--- config.mk ---
export PLATFORM = sky130hd
export DESIGN_NAME = dcache_flat
export DESIGN_NICKNAME = d
export VERILOG_FILES = /design/src/rtl/dcache_if.sv /design/src/rtl/dcache.sv /design/src/flat_wrapper.sv
export SDC_FILE = /design/constraint.sdc
export NUM_CORES = 1
export LEC_CHECK = 0
export ABC_CLOCK_PERIOD_IN_PS = 8150
export CORE_ASPECT_RATIO = 0.7
export CORE_MARGIN = 2
export CORE_UTILIZATION = 40
export DETAILED_ROUTE_END_ITERATION = 8
export GPL_TIMING_DRIVEN = 0
export SLEW_MARGIN = 5
export SYNTH_ARGS = -nofsm -noshare
export SYNTH_HDL_FRONTEND = slang
export SYNTH_SLANG_ARGS = --single-unit
--- constraint.sdc ---
create_clock -name i_clk -period 8.15 [get_ports i_clk]
set_input_delay 2.0375 -clock i_clk [delete_from_list [all_inputs] [get_ports i_clk]]
set_output_delay 2.0375 -clock i_clk [all_outputs]
set_load 0.005 [all_outputs]
--- src/rtl/dcache_if.sv ---
// dcache_if: AGU request/response and backing-memory signals of the data cache.
interface dcache_if #(parameter int WIDTH_MEM = 4);
  logic i_val;
  logic i_we;
  logic i_kill;
  logic [WIDTH_MEM-1:0] i_addr;
  logic [31:0] i_data;
  logic o_val;
  logic o_nack;
  logic [31:0] o_data;
  logic mem_o_req;
  logic mem_o_we;
  logic [WIDTH_MEM-1:0] mem_o_addr;
  logic [31:0] mem_o_data;
  logic mem_i_ack;
  logic [31:0] mem_i_data;
  modport master (
    output i_val, i_we, i_kill, i_addr, i_data, mem_i_ack, mem_i_data,
    input o_val, o_nack, o_data, mem_o_req, mem_o_we, mem_o_addr, mem_o_data
  );
  modport slave (
    input i_val, i_we, i_kill, i_addr, i_data, mem_i_ack, mem_i_data,
    output o_val, o_nack, o_data, mem_o_req, mem_o_we, mem_o_addr, mem_o_data
  );
endinterface

--- src/rtl/dcache.sv ---
// dcache: direct-mapped, write-through, one-word-per-line data cache with nack/replay.
module dcache #(
  parameter int WIDTH_MEM = 4,
  parameter int WIDTH_LINE = 2
) (
  input logic i_clk,
  input logic i_rst,
  dcache_if.slave bus
);
  localparam int WIDTH_TAG = WIDTH_MEM - WIDTH_LINE;
  localparam int LINES = 2 ** WIDTH_LINE;
  typedef enum logic [1:0] {IDLE, FILL, WRITE} state_t;
  state_t state;
  logic [LINES-1:0] valid;
  logic [WIDTH_TAG-1:0] tags [LINES];
  logic [31:0] lines [LINES];
  logic req, hit;
  logic [WIDTH_LINE-1:0] idx, fidx;
  logic [WIDTH_TAG-1:0] tg, ftag;
  assign req = bus.i_val & ~bus.i_kill;
  assign idx = bus.i_addr[WIDTH_LINE-1:0];
  assign tg = bus.i_addr[WIDTH_MEM-1:WIDTH_LINE];
  assign fidx = bus.mem_o_addr[WIDTH_LINE-1:0];
  assign ftag = bus.mem_o_addr[WIDTH_MEM-1:WIDTH_LINE];
  assign hit = valid[idx] && (tags[idx] == tg);
  // tag/data arrays carry no reset; only the valid bits do
  always_ff @(posedge i_clk)
    if (!i_rst) begin
      if (state == IDLE && req && bus.i_we && hit)
        lines[idx] <= bus.i_data;
      else if (state == FILL && bus.mem_i_ack) begin
        lines[fidx] <= bus.mem_i_data;
        tags[fidx] <= ftag;
      end
    end
  always_ff @(posedge i_clk or posedge i_rst)
    if (i_rst) begin
      state <= IDLE;
      valid <= '0;
      bus.o_val <= 1'b0;
      bus.o_nack <= 1'b0;
      bus.o_data <= '0;
      bus.mem_o_req <= 1'b0;
      bus.mem_o_we <= 1'b0;
      bus.mem_o_addr <= '0;
      bus.mem_o_data <= '0;
    end else begin
      bus.o_val <= req;
      bus.o_nack <= req;
      case (state)
        IDLE:
          if (req) begin
            bus.mem_o_req <= bus.i_we | ~hit;
            bus.mem_o_we <= bus.i_we;
            bus.mem_o_addr <= bus.i_addr;
            if (bus.i_we) begin
              bus.o_nack <= 1'b0;
              bus.mem_o_data <= bus.i_data;
              state <= WRITE;
            end else if (hit) begin
              bus.o_nack <= 1'b0;
              bus.o_data <= lines[idx];
            end else
              state <= FILL;
          end
        FILL:
          if (bus.mem_i_ack) begin
            valid[fidx] <= 1'b1;
            bus.mem_o_req <= 1'b0;
            state <= IDLE;
          end
        default:
          if (bus.mem_i_ack) begin
            bus.mem_o_req <= 1'b0;
            state <= IDLE;
          end
      endcase
    end
endmodule
--- src/flat_wrapper.sv ---
// flat-port wrapper written by rule: the top's interface ports become plain ports
module dcache_flat 
#(
  parameter int WIDTH_MEM = 4,
  parameter int WIDTH_LINE = 2
)
  (i_clk, i_rst, bus_i_val, bus_i_we, bus_i_kill, bus_i_addr, bus_i_data, bus_mem_i_ack, bus_mem_i_data, bus_o_val, bus_o_nack, bus_o_data, bus_mem_o_req, bus_mem_o_we, bus_mem_o_addr, bus_mem_o_data);
  dcache_if #(.WIDTH_MEM(WIDTH_MEM)) bus_i ();
  input logic i_clk;
  input logic i_rst;
  input wire logic [$bits(bus_i.i_val)-1:0] bus_i_val;
  input wire logic [$bits(bus_i.i_we)-1:0] bus_i_we;
  input wire logic [$bits(bus_i.i_kill)-1:0] bus_i_kill;
  input wire logic [$bits(bus_i.i_addr)-1:0] bus_i_addr;
  input wire logic [$bits(bus_i.i_data)-1:0] bus_i_data;
  input wire logic [$bits(bus_i.mem_i_ack)-1:0] bus_mem_i_ack;
  input wire logic [$bits(bus_i.mem_i_data)-1:0] bus_mem_i_data;
  output wire logic [$bits(bus_i.o_val)-1:0] bus_o_val;
  output wire logic [$bits(bus_i.o_nack)-1:0] bus_o_nack;
  output wire logic [$bits(bus_i.o_data)-1:0] bus_o_data;
  output wire logic [$bits(bus_i.mem_o_req)-1:0] bus_mem_o_req;
  output wire logic [$bits(bus_i.mem_o_we)-1:0] bus_mem_o_we;
  output wire logic [$bits(bus_i.mem_o_addr)-1:0] bus_mem_o_addr;
  output wire logic [$bits(bus_i.mem_o_data)-1:0] bus_mem_o_data;
  assign bus_i.i_val = bus_i_val;
  assign bus_i.i_we = bus_i_we;
  assign bus_i.i_kill = bus_i_kill;
  assign bus_i.i_addr = bus_i_addr;
  assign bus_i.i_data = bus_i_data;
  assign bus_i.mem_i_ack = bus_mem_i_ack;
  assign bus_i.mem_i_data = bus_mem_i_data;
  assign bus_o_val = bus_i.o_val;
  assign bus_o_nack = bus_i.o_nack;
  assign bus_o_data = bus_i.o_data;
  assign bus_mem_o_req = bus_i.mem_o_req;
  assign bus_mem_o_we = bus_i.mem_o_we;
  assign bus_mem_o_addr = bus_i.mem_o_addr;
  assign bus_mem_o_data = bus_i.mem_o_data;
  dcache #(.WIDTH_MEM(WIDTH_MEM), .WIDTH_LINE(WIDTH_LINE)) u_core (.i_clk(i_clk), .i_rst(i_rst), .bus(bus_i));
endmodule
==> metrics.txt, run 1 <==
# TYPE chip_impl_metric gauge
chip_impl_metric{name="final_period_util",unit="%"} 68.1
chip_impl_metric{name="globalRouteOverflowTotal",unit=""} 0
chip_impl_info{name="rsz0062_at_grt",value="no"} 1
chip_impl_metric{name="worst_slew_pin_slew",unit="ns"} 0.856
chip_impl_metric{name="max_freq",unit="MHz"} 180
chip_impl_metric{name="drcViolationCount",unit=""} 0
chip_impl_metric{name="detailedRoute.firstIterationViolations",unit=""} 325
chip_impl_metric{name="power.ir.vdd_worst",unit="V"} 0.000125
chip_impl_metric{name="cts_resized",unit=""} 0
chip_impl_metric{name="final_core_utilization",unit="%"} 54.0
chip_impl_metric{name="synth_area_per_cell",unit="sq um"} 17.5
chip_impl_metric{name="vias",unit=""} 4774
chip_impl_metric{name="max_cap_viol_count",unit=""} 0
chip_impl_info{name="worstSetupEndpoint",value="u_core.lines[2][11]"} 1
chip_impl_metric{name="initial_antenna_violation_count",unit=""} 0
chip_impl_metric{name="max-clock-path-buffers",unit=""} 3
chip_impl_metric{name="clock_sinks",unit=""} 214
chip_impl_metric{name="critical_path.max_stage_delay",unit="ns"} 0.68
chip_impl_metric{name="timing.reg2reg.worst_path_depth",unit=""} 8
chip_impl_metric{name="r2r_setup_slack",unit="ns"} 4.79
chip_impl_metric{name="fp.dieH",unit="microns"} 126
chip_impl_metric{name="core",unit="sq um"} 20800
chip_impl_info{name="timing.setup.critical_path_class",value="in2reg"} 1
chip_impl_info{name="yosys_most_used_dff",value="sky130_fd_sc_hd__edfxtp_1"} 1
chip_impl_metric{name="start_util",unit="%"} 40.8
chip_impl_metric{name="critical_path.n_buffers_inverters",unit=""} 6
chip_impl_metric{name="grt_pass1_wl",unit="microns"} 29400
chip_impl_metric{name="syn_nets",unit=""} 560
chip_impl_metric{name="power-per-cell-area",unit="nW/um^2"} 255
chip_impl_info{name="startpoint_type",value="input pin"} 1
chip_impl_metric{name="timing_hold_violations_final",unit=""} 0
chip_impl_metric{name="antenna_cells_inserted",unit=""} 0
chip_impl_info{name="holdCritStartpoint",value="u_core.valid[0]"} 1
chip_impl_metric{name="drt-pass1-iter-count",unit=""} 4
chip_impl_metric{name="worstPathRequired",unit="ns"} 8.35
chip_impl_metric{name="cts-buffers-inserted",unit=""} 22
chip_impl_metric{name="htreeDepth",unit=""} 1
chip_impl_metric{name="nets",unit=""} 744
chip_impl_metric{name="drt.antenna.violating_nets",unit=""} 0
chip_impl_metric{name="asyncSetResetFlopFracSynth",unit="%"} 36.4
chip_impl_metric{name="yosysTopAreaCellShare",unit="%"} 48.0
chip_impl_metric{name="slew_violations",unit=""} 0
chip_impl_info{name="setup.worst_path.start",value="i_rst"} 1
chip_impl_metric{name="post_drt_wl_per_cell",unit="microns"} 19.7
chip_impl_metric{name="power.static_leakage",unit="nW"} 4.36
chip_impl_metric{name="synth-seq-cells",unit=""} 214
chip_impl_info{name="worstPathCellList",value="clkdlybuf4s50_1 > inv_4 > buf_16 > nand2_1 > nor2_1 > a21oi_1 > nor3_2 > buf_4 > buf_4 > buf_6"} 1
chip_impl_metric{name="netlist_instances",unit=""} 486
chip_impl_metric{name="number_of_enable_type_register_cells_in_the_synthesized_netlist",unit=""} 136
chip_impl_metric{name="ys.warnings.count",unit=""} 0
chip_impl_metric{name="areaGrowthSynthToFinish",unit="%"} 32.3
chip_impl_metric{name="avgViaCountPerCell",unit=""} 4.96
chip_impl_metric{name="cts-hold-fix-buffers",unit=""} 0
chip_impl_metric{name="finalNonFillerCells",unit=""} 962
chip_impl_info{name="r2r_end",value="u_core.lines[2][11]"} 1
chip_impl_metric{name="post-dp-hpwl",unit="microns"} 13600
chip_impl_metric{name="globalRouteTotalUtil",unit="%"} 17.4
chip_impl_info{name="yosysTopAreaCell",value="sky130_fd_sc_hd__edfxtp_1"} 1
chip_impl_metric{name="cts_setup_buffers",unit=""} 0
chip_impl_info{name="timing.hold.worst.class",value="reg2reg"} 1
chip_impl_metric{name="io_pins",unit=""} 146
chip_impl_metric{name="synth_sequential_area_ratio",unit="%"} 71.0
chip_impl_metric{name="timing.critical_path.fanout_max",unit=""} 54
chip_impl_info{name="synth_area_leaders",value="sky130_fd_sc_hd__edfxtp_1 48%, sky130_fd_sc_hd__dfrtp_1 23%, sky130_fd_sc_hd__mux4_2 8.7%"} 1
chip_impl_metric{name="gp_congestion",unit=""} 0.774
chip_impl_metric{name="port_buffers",unit=""} 144
chip_impl_info{name="ctsRootBufferMaster",value="sky130_fd_sc_hd__clkbuf_16"} 1
chip_impl_metric{name="chipWidth",unit="microns"} 178
chip_impl_metric{name="drive_above_1_share",unit="%"} 24.8
chip_impl_metric{name="worstSkewPairLatency",unit="ns"} 0.49
chip_impl_metric{name="worst_clock_skew",unit="ns"} 0.0152
chip_impl_metric{name="maxSlewHeadroom",unit="%"} 42.6
chip_impl_metric{name="design.die.area",unit="sq um"} 22500
chip_impl_metric{name="post-layout-total-power",unit="W"} 0.00287
chip_impl_info{name="worst_path_max_delay_cell",value="sky130_fd_sc_hd__nor3_2"} 1
chip_impl_info{name="clock_tree_from_tritoncts",value="yes"} 1
chip_impl_info{name="setup_crit_end_kind",value="flop"} 1
chip_impl_metric{name="grt_max_degree",unit=""} 55
chip_impl_info{name="cpMostUsedCell",value="sky130_fd_sc_hd__buf_4"} 1
chip_impl_info{name="critical_path_s_top_delay_family",value="buffers and inverters"} 1
chip_impl_metric{name="dp_cells",unit=""} 922
chip_impl_metric{name="detailed_place.area",unit="sq um"} 10500
chip_impl_metric{name="worst_setup_hold_path_clk_slew",unit="ns"} 0.06
chip_impl_metric{name="yosysUniqueCellTypes",unit=""} 34
chip_impl_metric{name="design_area",unit="sq um"} 11200
chip_impl_metric{name="routed_wirelength",unit="microns"} 18900
chip_impl_metric{name="rows",unit=""} 44
chip_impl_metric{name="post_synth_instance_area",unit="sq um"} 8500
chip_impl_metric{name="cp.depth",unit=""} 10
chip_impl_metric{name="arrival",unit="ns"} 5.76
chip_impl_metric{name="setup-violations-final",unit=""} 0
chip_impl_info{name="r2r_start",value="u_core.state[1]"} 1
chip_impl_info{name="run_status",value="finished clean"} 1
chip_impl_metric{name="first_global_vias",unit=""} 5065
chip_impl_metric{name="final_period_minus_worst_setup_slack",unit="ns"} 5.55
[how the worst min path moves through the flow]
stage	end	slack, ns	cells past startpoint
2_1_floorplan	u_core.valid[0]	0.43	1
3_3_place_gp	u_core.valid[0]	0.44	1
3_5_place_dp	u_core.valid[1]	0.47	1
4_1_cts	u_core.valid[0]	0.48	1
5_1_grt	u_core.valid[0]	0.50	1
6_report	u_core.valid[0]	0.48	1
[cell type report]
cell class | count | area, sq um
well taps | 276 | 345
flip-flops and latches | 214 | 6040
plain buffers | 21 | 113
repair buffers | 160 | 1630
inverters | 6 | 25.0
fillers | 1675 | 9560
clock buffers | 30 | 664
clock inverters | 10 | 83.8
multi-input cells | 245 | 2350
[cells in the mapped netlist, drive strengths merged, types with 2 or more instances]
master / count
nand3b: 2
nor2: 6
dfrtp: 78
mux4: 33
inv: 6
a31oi: 2
xnor2: 3
nand2b: 4
buf: 8
mux2: 69
mux2i: 3
clkbuf: 13
nor3: 7
o21bai: 2
o21ai: 4
nand2: 99
edfxtp: 136
[per-stage QoR]
stage | TNS (ns) | setup slack (ns) | hold slack (ns)
floorplan | 0 | 0.748 | 0.427
global placement | -427.91 | -3.84 | 0.443
detailed placement | 0 | 1.95 | 0.467
CTS | 0 | 2.48 | 0.481
global route | 0 | 2.33 | 0.496
finish | 0 | 2.60 | 0.477
[registers in the layout, indices dropped and copies added (netlist names)]
name and cells:
u_core.tags 8, u_core.valid 4, u_core.bus.o_data 32, u_core.bus.mem_o_req 1, u_core.lines 128, u_core.bus.o_val 1, u_core.bus.mem_o_data 32, u_core.bus.mem_o_addr 4
u_core.state 2, u_core.bus.o_nack 1, u_core.bus.mem_o_we 1
[where the power goes]
part / leakage [nW] / switching [W] / internal, W / total, W
logic: 1.80 / 0.000160 / 0.000340 / 0.000499
clock network: 0.365 / 0.000408 / 0.000606 / 0.00101
registers: 2.20 / 0.0000772 / 0.00128 / 0.00136
[routing by layer]
layer / up-vias / wire length, microns / GRT usage (%)
li1: 2192 / - / -
met1: 2434 / 8680 / 25.9
met2: 132 / 8820 / 27.1
met3: 16 / 1220 / 3.44
met4: 0 / 195 / 2.97
met5: - / 0 / 0
[layout by cell type, fill, tap and decap left out, types with 2 or more instances in the layout]
cell type,count
sky130_fd_sc_hd__mux2i_1,3
sky130_fd_sc_hd__clkbuf_16,25
sky130_fd_sc_hd__clkdlybuf4s50_1,144
sky130_fd_sc_hd__buf_6,17
sky130_fd_sc_hd__buf_2,3
sky130_fd_sc_hd__clkbuf_8,2
sky130_fd_sc_hd__a31oi_1,2
sky130_fd_sc_hd__mux2_4,29
sky130_fd_sc_hd__dfrtp_1,78
sky130_fd_sc_hd__mux2_2,40
sky130_fd_sc_hd__o21ai_0,4
sky130_fd_sc_hd__nor2_1,6
sky130_fd_sc_hd__nor3_2,5
sky130_fd_sc_hd__xnor2_1,2
sky130_fd_sc_hd__nand2b_1,4
sky130_fd_sc_hd__nand2_1,99
sky130_fd_sc_hd__buf_4,2
sky130_fd_sc_hd__edfxtp_1,136
sky130_fd_sc_hd__mux4_2,33
sky130_fd_sc_hd__clkinv_1,2
sky130_fd_sc_hd__nor3_1,2
sky130_fd_sc_hd__clkinv_2,4
sky130_fd_sc_hd__clkbuf_1,16
sky130_fd_sc_hd__inv_1,5
sky130_fd_sc_hd__clkinvlp_4,2
sky130_fd_sc_hd__o21bai_1,2
[cell families after synthesis]
family          Yosys count  synth area share (%)
flops                   214                  71.0
simple gates            121                  5.98
mux                     105                  19.5
buf+inv                  27                  1.59
compound gates           16                  1.52
xor+xnor                  3                 0.397
Power figures use the tool's default switching activity.
==> inputs of run 2 (changes only) <==
--- a/config.mk
+++ b/config.mk
@@ -5,7 +5,7 @@
 export SDC_FILE = /design/constraint.sdc
 export NUM_CORES = 1
 export LEC_CHECK = 0
-export ABC_CLOCK_PERIOD_IN_PS = 8150
+export ABC_CLOCK_PERIOD_IN_PS = 5130
 export CORE_ASPECT_RATIO = 0.7
 export CORE_MARGIN = 2
 export CORE_UTILIZATION = 40
==> constraint.sdc (replaced) <==
create_clock -name i_clk -period 5.13 [get_ports i_clk]
set_input_delay 1.2825 -clock i_clk [delete_from_list [all_inputs] [get_ports i_clk]]
set_output_delay 1.2825 -clock i_clk [all_outputs]
set_load 0.005 [all_outputs]
==> metrics.txt, run 2 (same netlist as run 1, synthesis figures left out) <==
# TYPE chip_impl_metric gauge
chip_impl_metric{name="areaGrowthSynthToFinish",unit="%"} 32.8
chip_impl_metric{name="post_drt_wl_per_cell",unit="microns"} 19.8
chip_impl_metric{name="design.die.area",unit="sq um"} 22500
chip_impl_metric{name="cts_setup_buffers",unit=""} 0
chip_impl_metric{name="timing_hold_violations_final",unit=""} 0
chip_impl_metric{name="max-clock-path-buffers",unit=""} 3
chip_impl_metric{name="htreeDepth",unit=""} 1
chip_impl_info{name="rsz0062_at_grt",value="no"} 1
chip_impl_info{name="cpMostUsedCell",value="sky130_fd_sc_hd__buf_16"} 1
chip_impl_metric{name="detailedRoute.firstIterationViolations",unit=""} 296
chip_impl_metric{name="largest_register_ffs",unit=""} 128
chip_impl_info{name="ctsRootBufferMaster",value="sky130_fd_sc_hd__clkbuf_16"} 1
chip_impl_metric{name="routed_wirelength",unit="microns"} 18900
chip_impl_metric{name="arrival",unit="ns"} 4.52
chip_impl_metric{name="chipWidth",unit="microns"} 178
chip_impl_metric{name="post-dp-hpwl",unit="microns"} 13300
chip_impl_metric{name="cts_resized",unit=""} 0
chip_impl_metric{name="setup-violations-final",unit=""} 0
chip_impl_metric{name="worst_slew_pin_slew",unit="ns"} 1.06
chip_impl_metric{name="maxSlewHeadroom",unit="%"} 28.2
chip_impl_metric{name="critical_path.max_stage_delay",unit="ns"} 0.68
chip_impl_metric{name="grt_max_degree",unit=""} 36
chip_impl_metric{name="r2r_setup_slack",unit="ns"} 2.15
chip_impl_metric{name="cts-hold-fix-buffers",unit=""} 0
chip_impl_metric{name="worst_clock_skew",unit="ns"} 0.0130
chip_impl_metric{name="globalRouteOverflowTotal",unit=""} 0
chip_impl_metric{name="core",unit="sq um"} 20800
chip_impl_info{name="leading_cell_type_in_the_layout_fill_and_taps_excluded",value="sky130_fd_sc_hd__clkdlybuf4s50_1"} 1
chip_impl_metric{name="rows",unit=""} 44
chip_impl_metric{name="power.ir.vdd_worst",unit="V"} 0.000215
chip_impl_info{name="timing.hold.worst.class",value="reg2reg"} 1
chip_impl_info{name="run_status",value="finished clean"} 1
chip_impl_metric{name="final_period_minus_worst_setup_slack",unit="ns"} 4.32
chip_impl_metric{name="max_cap_viol_count",unit=""} 0
chip_impl_metric{name="nets",unit=""} 737
chip_impl_metric{name="timing.critical_path.fanout_max",unit=""} 35
chip_impl_metric{name="first_global_vias",unit=""} 5019
chip_impl_metric{name="antenna_cells_inserted",unit=""} 0
chip_impl_metric{name="globalRouteTotalUtil",unit="%"} 17.2
chip_impl_info{name="registers.top_by_ff_count",value="u_core.lines"} 1
chip_impl_info{name="r2r_end",value="u_core.lines[3][16]"} 1
chip_impl_metric{name="gp_congestion",unit=""} 0.796
chip_impl_metric{name="avgViaCountPerCell",unit=""} 4.96
chip_impl_metric{name="power-per-cell-area",unit="nW/um^2"} 398
chip_impl_metric{name="io_pins",unit=""} 146
chip_impl_metric{name="drcViolationCount",unit=""} 0
chip_impl_metric{name="grt_pass1_wl",unit="microns"} 29100
chip_impl_metric{name="port_buffers",unit=""} 144
chip_impl_info{name="worstPathCellList",value="clkdlybuf4s50_1 > clkinvlp_4 > buf_12 > nand2_1 > nor3_1 > nor2_1 > nor3_4 > buf_16 > buf_16"} 1
chip_impl_metric{name="min_path_cells",unit=""} 1
chip_impl_metric{name="final_period_util",unit="%"} 84.2
chip_impl_metric{name="max_freq",unit="MHz"} 232
chip_impl_info{name="holdCritStartpoint",value="u_core.valid[0]"} 1
chip_impl_info{name="r2r_start",value="u_core.state[1]"} 1
chip_impl_metric{name="initial_antenna_violation_count",unit=""} 0
chip_impl_metric{name="drt.antenna.violating_nets",unit=""} 0
chip_impl_info{name="setup_crit_end_kind",value="flop"} 1
chip_impl_metric{name="timing.reg2reg.worst_path_depth",unit=""} 7
chip_impl_metric{name="clock_sinks",unit=""} 214
chip_impl_metric{name="fp.dieH",unit="microns"} 126
chip_impl_info{name="top_regs",value="u_core.lines x128, u_core.bus.mem_o_data x32, u_core.bus.o_data x32"} 1
chip_impl_metric{name="final_core_utilization",unit="%"} 54.3
chip_impl_info{name="timing.setup.critical_path_class",value="in2reg"} 1
chip_impl_metric{name="slew_violations",unit=""} 0
chip_impl_metric{name="worst_setup_hold_path_clk_slew",unit="ns"} 0.06
chip_impl_metric{name="design_area",unit="sq um"} 11300
chip_impl_metric{name="cp.depth",unit=""} 9
chip_impl_metric{name="detailed_place.area",unit="sq um"} 10600
chip_impl_metric{name="power.static_leakage",unit="nW"} 4.36
chip_impl_metric{name="fillCellCount",unit=""} 1631
chip_impl_info{name="worstHoldEndpoint",value="u_core.valid[0]"} 1
chip_impl_metric{name="vias",unit=""} 4733
chip_impl_info{name="critical_path_s_top_delay_family",value="buffers and inverters"} 1
chip_impl_metric{name="worstPathRequired",unit="ns"} 5.33
chip_impl_info{name="commonest_cells_after_routing_fill_and_taps_aside",value="144 x sky130_fd_sc_hd__clkdlybuf4s50_1, 136 x sky130_fd_sc_hd__edfxtp_1, 99 x sky130_fd_sc_hd__nand2_1"} 1
chip_impl_metric{name="start_util",unit="%"} 40.8
chip_impl_metric{name="cts-buffers-inserted",unit=""} 21
chip_impl_info{name="clock_tree_from_tritoncts",value="yes"} 1
chip_impl_info{name="startpoint_type",value="input pin"} 1
chip_impl_info{name="worst_path_max_delay_cell",value="sky130_fd_sc_hd__clkdlybuf4s50_1"} 1
chip_impl_metric{name="drt-pass1-iter-count",unit=""} 6
chip_impl_metric{name="drive_above_1_share",unit="%"} 24.2
chip_impl_metric{name="worstSkewPairLatency",unit="ns"} 0.50
chip_impl_metric{name="critical_path.n_buffers_inverters",unit=""} 5
run 2: cell count changes in the layout (fill, tap and decap cells not counted), moves of 2 or more:
cell,before,now
sky130_fd_sc_hd__buf_12,0,2
sky130_fd_sc_hd__buf_6,17,4
sky130_fd_sc_hd__buf_16,1,8
sky130_fd_sc_hd__nor3_4,0,4
sky130_fd_sc_hd__clkinvlp_4,2,4
sky130_fd_sc_hd__clkbuf_16,25,21
sky130_fd_sc_hd__nor3_2,5,1
sky130_fd_sc_hd__buf_4,2,0
run 2: worst reg2reg max path: stages (launching register included):
cell and delay [ns]:
sky130_fd_sc_hd__dfrtp_1 0.44, sky130_fd_sc_hd__nand3b_1 0.27, sky130_fd_sc_hd__nor2_1 0.68, sky130_fd_sc_hd__and3_1 0.35, sky130_fd_sc_hd__a31oi_1 0.09, sky130_fd_sc_hd__nor3_4 0.46, sky130_fd_sc_hd__buf_16 0.22, sky130_fd_sc_hd__buf_16 0.18
run 2: worst max path at each step:
stage,end,slack (ns),startpoint
after global placement,u_core.lines[3][2],-2.69,i_rst
after global routing,u_core.lines[0][16],0.56,i_rst
after floorplan,u_core.lines[1][0],0.35,i_rst
after detailed placement,u_core.lines[0][2],0.19,i_rst
after CTS,u_core.lines[0][2],0.72,i_rst
final,u_core.lines[0][16],0.81,i_rst
run 2: power by group:
group	total (W)	leakage [nW]	switching (W)	internal [W]
sequential	0.00216	2.20	0.000120	0.00204
combinational	0.000806	1.82	0.000265	0.000542
clock	0.00153	0.337	0.000629	0.000899
total	0.00449	4.36	0.00101	0.00348
run 2: per-layer routing:
metal	share of wire [%]	global-route usage [%]
met5	0	0
met4	1.7	3.87
met3	7.7	4.80
met2	45	26.6
met1	45	24.5
run 2: final cells by class:
cell class / count / area [sq um] / share of cell area [%]
well taps: 276 / 345 / 3.06
plain buffers: 21 / 113 / 0.997
repair buffers: 154 / 1700 / 15.1
multi-input cells: 245 / 2370 / 21.0
clock inverters: 12 / 120 / 1.06
clock buffers: 26 / 574 / 5.09
flip-flops and latches: 214 / 6040 / 53.5
inverters: 6 / 26.3 / 0.233
run 2: metrics by stage:
stage / TNS, ns / hold slack (ns) / setup WS (ns) / instances / total power, W
floorplan: 0 / 0.427 / 0.353 / 486 / 0.00250
global placement: -397.55 / 0.437 / -2.69 / 906 / 0.00297
detailed placement: 0 / 0.448 / 0.189 / 916 / 0.00300
CTS: 0 / 0.461 / 0.716 / 954 / 0.00454
global route: 0 / 0.481 / 0.560 / 954 / 0.00469
finish: 0 / 0.457 / 0.812 / 954 / 0.00449
